$ cat src/rtl/mem_port_arbiter.sv
// mem_port_arbiter: shares one single-ported memory between fetch and data stages,
// data-first arbitration with a streak guard that stops fetch from starving.
module mem_port_arbiter #(
  parameter int ADDR_W = 32,
  parameter int DATA_W = 32,
  parameter int MAX_DATA_STREAK = 4
) (
  input  logic              clk,
  input  logic              rst_n,
  input  logic              if_req,
  input  logic [ADDR_W-1:0] if_addr,
  output logic [DATA_W-1:0] if_rdata,
  output logic              if_done,
  input  logic              d_req,
  input  logic              d_we,
  input  logic [ADDR_W-1:0] d_addr,
  input  logic [DATA_W-1:0] d_wdata,
  output logic [DATA_W-1:0] d_rdata,
  output logic              d_done,
  output logic              mem_req,
  output logic              mem_we,
  output logic [ADDR_W-1:0] mem_addr,
  output logic [DATA_W-1:0] mem_wdata,
  input  logic [DATA_W-1:0] mem_rdata,
  input  logic              mem_ready,
  output logic [1:0]        owner,
  output logic              stall_fetch,
  output logic              stall_mem
);
  localparam int SW = $clog2(MAX_DATA_STREAK + 1);
  typedef enum logic [1:0] {IDLE, BUSY, RESP} state_t;
  state_t r_state, w_next;
  logic [SW-1:0] r_streak;
  logic [1:0] r_who;
  logic r_mem_we;
  logic [ADDR_W-1:0] r_mem_addr;
  logic [DATA_W-1:0] r_mem_wdata, r_if_rdata, r_d_rdata;
  logic w_if_cand, w_d_cand, w_gnt_f, w_gnt_d, w_fin;
  // r_who still names the just-served requester in RESP, so it is excluded there
  assign w_if_cand = if_req & ~(r_state == RESP & r_who == 2'b01);
  assign w_d_cand = d_req & ~(r_state == RESP & r_who == 2'b10);
  assign w_gnt_d = r_state != BUSY & w_d_cand & ~(w_if_cand & r_streak == SW'(MAX_DATA_STREAK));
  assign w_gnt_f = r_state != BUSY & w_if_cand & ~w_gnt_d;
  assign w_fin = r_state == BUSY & mem_ready;
  always_ff @(posedge clk or negedge rst_n)
    if (!rst_n) r_state <= IDLE;
    else r_state <= w_next;
  always_comb
    w_next = (r_state == BUSY) ? (mem_ready ? RESP : BUSY) : ((w_gnt_f | w_gnt_d) ? BUSY : IDLE);
  always_comb begin
    mem_req = r_state == BUSY;
    owner = (r_state == BUSY) ? r_who : 2'b00;
    if_done = r_state == RESP & r_who == 2'b01;
    d_done = r_state == RESP & r_who == 2'b10;
  end
  always_ff @(posedge clk or negedge rst_n)
    if (!rst_n) begin
      r_who <= 2'b00;
      r_streak <= '0;
      r_mem_we <= 1'b0;
      r_mem_addr <= '0;
      r_mem_wdata <= '0;
      r_if_rdata <= '0;
      r_d_rdata <= '0;
    end else begin
      if (w_gnt_f | w_gnt_d) begin
        r_who <= w_gnt_d ? 2'b10 : 2'b01;
        r_mem_we <= w_gnt_d & d_we;
        r_mem_addr <= w_gnt_d ? d_addr : if_addr;
        r_mem_wdata <= w_gnt_d ? d_wdata : r_mem_wdata;
        r_streak <= (w_gnt_f | ~if_req) ? '0 : (r_streak == SW'(MAX_DATA_STREAK)) ? r_streak : r_streak + SW'(1);
      end
      if (w_fin & r_who == 2'b01) r_if_rdata <= mem_rdata;
      if (w_fin & r_who == 2'b10) r_d_rdata <= mem_rdata;
    end
  assign mem_we = r_mem_we;
  assign mem_addr = r_mem_addr;
  assign mem_wdata = r_mem_wdata;
  assign if_rdata = r_if_rdata;
  assign d_rdata = r_d_rdata;
  assign stall_fetch = if_req & ~if_done;
  assign stall_mem = d_req & ~d_done;
endmodule

$ cat config.mk
export PLATFORM = sky130hd
export DESIGN_NAME = mem_port_arbiter
export DESIGN_NICKNAME = d
export VERILOG_FILES = /design/src/rtl/mem_port_arbiter.sv
export SDC_FILE = /design/constraint.sdc
export NUM_CORES = 1
export LEC_CHECK = 0
export ABC_AREA = 1
export ABC_CLOCK_PERIOD_IN_PS = 2700
export CAP_MARGIN = 20
export CORE_ASPECT_RATIO = 0.75
export CORE_MARGIN = 8
export CORE_UTILIZATION = 45
export CTS_BUF_LIST = sky130_fd_sc_hd__clkbuf_8
export CTS_CLUSTER_SIZE = 28
export DETAILED_ROUTE_END_ITERATION = 16
export GPL_TIMING_DRIVEN = 1
export PLACE_DENSITY = 0.9
export SLEW_MARGIN = 25
export SYNTH_ARGS = -nofsm -noshare
export SYNTH_HDL_FRONTEND = slang
export SYNTH_SLANG_ARGS = --single-unit
$ cat constraint.sdc
create_clock -name clk -period 2.7 [get_ports clk]
set_input_delay 0.405 -clock clk [delete_from_list [all_inputs] [get_ports clk]]
set_output_delay 0.405 -clock clk [all_outputs]
set_load 0.05 [all_outputs]
==> results.cfg, run 1 <==
[grt]
grtUsageMet2_pct = 37.72
grt_max_degree = 68
grtUsageTotal_pct = 22.32
grt_overflow = 0
antenna_found_initial = 0
grt_use_met1_pct = 25.56
grt_pass1_wl_mm = 28.36
grt_busiest_layer = met2
grt_pass1_vias = 5248
grt_use_met3_pct = 9.160

[run]
max-cap-violations = 0

[worst_setup_path]
required_ps = 2300
crit_type = flip-flop to output pin
cp_top_family = buffers and inverters
critPathMaxFanout = 4
cp-end-kind = output pin
crit_path_cell_trace = inv_2, nor2_1, nand2_1, nand2_1, inv_1, clkdlybuf4s50_1
critical_path_arrival_ps = 2120
cp_slowest_cell = clkdlybuf4s50_1
crit_buf_inv = 3
max_stage_delay_ps = 790
cpMostUsedCell = nand2_1
critPathLaunchType = flip-flop

[timing]
rsz0062_at_grt = no
tns_ps = 0
hold_violations = 0
period_share_pct = 93.34
fin_crit_ps = 2520
final.setup_skew_ps = 13.36
maxSlewHeadroom_pct = 58.33
slew_violations = 0
worst_pin_slew_ps = 625.0
finalSetupViolations = 0
max_freq_mhz = 396.8
holdWs_ps = 488.6

[placement]
dp_hpwl_mm = 13.86
dp_cells = 924
gp_congestion = 0.8258
portBuffers = 269

[logic_synthesis]
synth_fa_ha_area_share_pct = 0.4486
synth_area_um2 = 5578
synth_mux_area_share_pct = 12.92
synth_compound_area_share_pct = 1.682
yosysSeqAreaShare_pct = 61.01
synth_fp_nets = 644
syn_inst = 508
yosys_warnings = 0
synth_simple_gate_area_share_pct = 19.11
yosysTopAreaCell = dfrtp_1
synth-xor-area-share_pct = 0.1570
synth.area.top_cells = dfrtp_1 (61%), mux2_2 (12%), nand2_1 (10%)
synth_top_family_by_area = simple AND/OR/NAND/NOR gates
synth_top_area_share_pct = 61.01
syn_area_per_cell_um2 = 10.98
synth_cell_types = 21
ys_ff_latch = 136

[layout]
final_cell_mix = clkdlybuf4s50_1 (267), nand2_1 (154), dfrtp_1 (136)
nFillCells = 826
drive_gt1_share_pct = 14.54
fin_util_pct = 72.21
syn_to_final_growth_pct = 57.60
final_common_cell = clkdlybuf4s50_1
instances_no_fill = 957
num_antenna_cells = 0
finalNetCount = 914

[cts]
cts_tree = yes
cts_buffer_depth = 2
clk_pin_slew_worst_paths_ps = 80
cts-root-buf = clkbuf_8
ctsResizeCount = 0
insertion_delay_ps = 420
htreeDepth = 4
cts.sinks = 136
numCtsBuffers = 17

[routing]
wl_per_cell_um = 18.94
drt_iter0_markers = 253
dr_total_vias = 4836
drt-pass1-iter-count = 5
via_per_inst = 5.053
post-route-drc-count = 0
antenna_left = 0
wirelength_mm = 18.13

[pwr]
p_sw_mw = 6.767
p_clk_share_pct = 12.7
power.density_nw_per_um2 = 1519
combPwrFrac_pct = 59.9
totalPowerFinal_mw = 13.36
swShare_pct = 50.67
internal_power_mw = 6.589
leakage_nw = 3.918
peakVddDrop_uv = 892.6
p_seq_share_pct = 27.5

[floorplanning]
core-area_um2 = 12170
die_h_um = 112.4
start_util_pct = 45.82
die_w_um = 144.6
num_io_pins = 270
num_rows = 35
die-area_um2 = 16250

[outcome]
run_status = finished clean

[hold_path]
holdCritPathClass = flip-flop to flip-flop
routing by layer:
metal,vias up,part of all wire (%)
li1,2230,-
met2,248,50
met5,-,0
met3,22,11
met1,2336,38
met4,0,1.6
cell usage after synthesis:
cell type / count
nand3_1: 66
mux2_1: 4
nand3_2: 2
ha_1: 2
inv_2: 4
nand2_2: 3
dfrtp_1: 136
xor2_1: 1
nor3_4: 2
buf_4: 10
nand2_1: 154
buf_2: 4
buf_6: 8
inv_1: 9
clkbuf_1: 7
a31oi_1: 12
a21oi_2: 1
mux2_2: 60
nor2_1: 18
o21ai_0: 2
nand4_1: 3
flip-flops by register name, summed over array words and instances, names as in the netlist:
register / flops
r_streak: 3
mem_addr: 32
r_who: 2
d_rdata: 32
mem_we: 1
mem_wdata: 32
if_rdata: 32
r_state: 2
worst paths after layout:
path                                      startpoint                   endpoint  slack [ps]  cells after the start
setup / recovery                r_who[1]$_DFFE_PN0P_                  stall_mem         180                      6
hold / removal             mem_wdata[26]$_DFFE_PN0P_  mem_wdata[26]$_DFFE_PN0P_         490                      2
setup reg to reg                r_who[1]$_DFFE_PN0P_   mem_addr[14]$_DFFE_PN0P_         740                     10
hold reg to reg            mem_wdata[26]$_DFFE_PN0P_  mem_wdata[26]$_DFFE_PN0P_         490                      2
max in group asynchronous                      rst_n   if_rdata[25]$_DFFE_PN0P_        1410                      3
min in group asynchronous                      rst_n   if_rdata[23]$_DFFE_PN0P_         550                      2
cell type report:
type,count,area [um^2],area share [%]
flip-flops and latches,136,3403,38.71
repair buffers,280,2814,32.01
multi-input cells,330,1914,21.78
clock buffers,17,234.0,2.662
well taps,166,207.7,2.363
clock inverters,15,168.9,1.921
inverters,13,48.80,0.5551
worst min-delay path: stages, from the launching register on:
cell,delay (ps)
dfrtp_1,350
nand2_1,60
nand2_1,50
cell families after synthesis:
logic type,after synthesis
AOI/OAI and AO/OA,15
xor gates and xnor gates,1
adders and majority gates,2
buffers and inverters,42
DFF,136
muxes,64
and+or+nand+nor,248
power groups by stage:
stage,registers (mW),logic [mW],clock network (mW)
floorplan,7.00,1.85,0
global placement,3.62,7.89,0
detailed placement,3.70,8.06,0
CTS,3.67,8.09,1.74
global route,3.78,8.38,1.83
finish,3.67,8.00,1.69
timing repair:
item / 4_1_cts / 5_1_grt
endpoints found under the hold margin: 59 / 0
setup buffers: 0 / 0
endpoints found under the setup margin: 0 / 0
hold buffers: 1 / 0
metrics by stage:
step / area, um^2 / worst slack (ps)
2_1_floorplan: 5578 / 701.1
3_3_place_gp: 8378 / 438.3
3_5_place_dp: 8378 / 433.0
4_1_cts: 8791 / 141.7
5_1_grt: 8791 / 56.50
6_report: 8791 / 179.7
Power figures use the tool's default switching activity.
==> run 2: changes to the inputs <==
--- a/config.mk
+++ b/config.mk
@@ -5,7 +5,6 @@
 export SDC_FILE = /design/constraint.sdc
 export NUM_CORES = 1
 export LEC_CHECK = 0
-export ABC_AREA = 1
 export ABC_CLOCK_PERIOD_IN_PS = 2700
 export CAP_MARGIN = 20
 export CORE_ASPECT_RATIO = 0.75
==> run 2 against run 1 <==
  * Die area is 1.6% lower
  * Utilization grew 0.93 points
  * Final cell count down 14%
  * Synthesized cell count decreased by 29%
  * Clock-buffer cell count grew 1
  * Worst setup slack got worse by 61 ps
  * Critical path type unchanged
  * Highest routed layer unchanged
==> results.cfg, run 2 <==
[cts]
cts_buffer_depth = 2
clk_pin_slew_worst_paths_ps = 80
cts-root-buf = clkbuf_8
cts_tree = yes
numCtsBuffers = 17
insertion_delay_ps = 430
htreeDepth = 4
cts.sinks = 136

[logic_synthesis]
synth_simple_gate_area_share_pct = 5.025
synth_area_um2 = 5478
synth_common_cells = dfrtp_1 (136), mux2_2 (113), and3_1 (22), a221o_1 (21), buf_2 (12)
synth-xor-area-share_pct = 0
yosysMostFrequentCell = dfrtp_1
synth-main-ff-cell = dfrtp_1
synth.area.top_cells = dfrtp_1 (62%), mux2_2 (23%), a221o_1 (3.8%)
synth_top_family_by_area = multiplexers
synth_fa_ha_area_share_pct = 0.4568
yosysSeqAreaShare_pct = 62.13
synth_mux_area_share_pct = 24.44
async_flop_share_pct = 100.0
synth_compound_area_share_pct = 5.276
ys_ff_latch = 136
syn_area_per_cell_um2 = 15.22
synth_edf_count = 0
synth_cell_types = 33
synth_top_area_share_pct = 62.13
yosysTopAreaCell = dfrtp_1
yosys_warnings = 0
syn_inst = 360
synth_fp_nets = 496

[routing]
drt_iter0_markers = 168
post-route-drc-count = 0
wl_per_cell_um = 21.17
dr_total_vias = 4193
drt-pass1-iter-count = 6
via_per_inst = 5.120
antenna_left = 0
wirelength_mm = 17.34

[pwr]
p_seq_share_pct = 27.4
internal_power_mw = 6.864
power.density_nw_per_um2 = 1500
peakVddDrop_uv = 918.2
swShare_pct = 48.25
totalPowerFinal_mw = 13.26
p_sw_mw = 6.399
leakage_nw = 3.761
p_clk_share_pct = 12.6
combPwrFrac_pct = 60.0

[grt]
grt_max_degree = 53
grt_pass1_vias = 4792
grt_overflow = 0
grt_pass1_wl_mm = 26.94
grtUsageTotal_pct = 21.70
antenna_found_initial = 0

[floorplanning]
core-area_um2 = 12090
die_h_um = 111.6
die-area_um2 = 16000
num_io_pins = 270
start_util_pct = 45.32
die_w_um = 143.4
num_rows = 35

[timing]
tns_ps = 0
worst_pin_slew_ps = 587.2
rsz0062_at_grt = no
hold_violations = 0
holdWs_ps = 492.6
finalSetupViolations = 0
slew_violations = 0
final.setup_skew_ps = 13.61
max_freq_mhz = 387.4
maxSlewHeadroom_pct = 60.73
fin_crit_ps = 2581
period_share_pct = 95.61

[placement]
portBuffers = 269
dp_cells = 785
place_area_um2 = 8428
gp_congestion = 0.8743
dp_hpwl_mm = 13.22

[layout]
final_cell_mix = clkdlybuf4s50_1 (264), dfrtp_1 (136), mux2_2 (113)
syn_to_final_growth_pct = 61.38
drive_gt1_share_pct = 25.00
finalNetCount = 775
nFillCells = 837
multi_input_area_um2 = 1957
register_area_um2 = 3403
instances_no_fill = 819
stdcell_area_um2 = 8840
final_common_cell = clkdlybuf4s50_1

[worst_setup_path]
critical_path_arrival_ps = 2180
cp_slowest_cell = clkdlybuf4s50_1
critPathLaunchType = flip-flop
crit_buf_inv = 2
cp-end-kind = output pin
max_stage_delay_ps = 830
required_ps = 2300
cp_top_family = buffers and inverters
crit_type = flip-flop to output pin
critPathMaxFanout = 8
crit_path_cell_trace = nand2b_1, inv_2, and2_1, clkdlybuf4s50_1

[run]
max-cap-violations = 0

[hold_path]
holdCritPathClass = primary input to asynchronous set/reset pin

[outcome]
run_status = finished clean
## run 2: power groups by stage
stage	clock network [mW]	logic, mW	registers [mW]
2_1_floorplan	0	1.73	6.98
4_1_cts	1.73	8.03	3.63
6_report	1.68	7.96	3.63
5_1_grt	1.81	8.24	3.75
3_3_place_gp	0	7.85	3.56
3_5_place_dp	0	7.99	3.65
## run 2: cell type report
type	instances	area share (%)
flip-flops and latches	136	38.50
clock inverters	14	1.699
clock buffers	18	2.803
inverters	7	0.2972
multi-input cells	196	22.14
diodes	1	0.02831
well taps	166	2.350
repair buffers	281	32.19
## run 2: cell families (layout without fill, tap and decap cells)
logic type | Yosys count | in the layout
AO/OA/AOI/OAI | 32 | 32
adder cells (fa/ha/maj) | 2 | 2
other | 0 | 1
buffers and inverters | 28 | 320
multiplexers | 119 | 119
AND/OR/NAND/NOR | 43 | 43
flip-flops | 136 | 136
## run 2: layer usage
metal  GRT usage (%)  wire length [um]
met5               0                 0
met4           7.268               294
met3           10.09              1831
met2           36.98              8858
met1           23.32              6354
## run 2: path summary, 6_finish.rpt
path                                               from                        end  slack (ps)  cells past startpoint
worst max-delay path               r_state[1]$_DFF_PN0_                   owner[0]         120                      4
worst min-delay path                              rst_n  mem_wdata[23]$_DFFE_PN0P_         490                      2
worst max register to register  r_streak[0]$_DFFE_PN0P_  mem_wdata[26]$_DFFE_PN0P_         330                      7
worst min register to register   d_rdata[4]$_DFFE_PN0P_     d_rdata[4]$_DFFE_PN0P_         500                      1
max in group asynchronous                         rst_n    d_rdata[28]$_DFFE_PN0P_        1550                      3
min in group clk                 d_rdata[4]$_DFFE_PN0P_     d_rdata[4]$_DFFE_PN0P_         500                      1
## run 2: repair_timing
| item | 4_1_cts | 5_1_grt |
|---|---|---|
| hold buffers | 1 | 0 |
| endpoints found under the hold margin | 49 | 0 |
| setup endpoints to repair | 1 | 1 |
| gates resized for setup | 1 | 1 |
| cloned | 0 | 0 |
| buffers inserted | 0 | 0 |
## run 2: through the flow
| step | utilization, % | setup slack, ps |
|---|---|---|
| after floorplan | - | 311.4 |
| after global placement | 69.73 | 205.2 |
| after detailed placement | 69.73 | 125.5 |
| after CTS | 73.10 | 34.41 |
| after global routing | 73.12 | 35.56 |
| final | 73.14 | 118.6 |
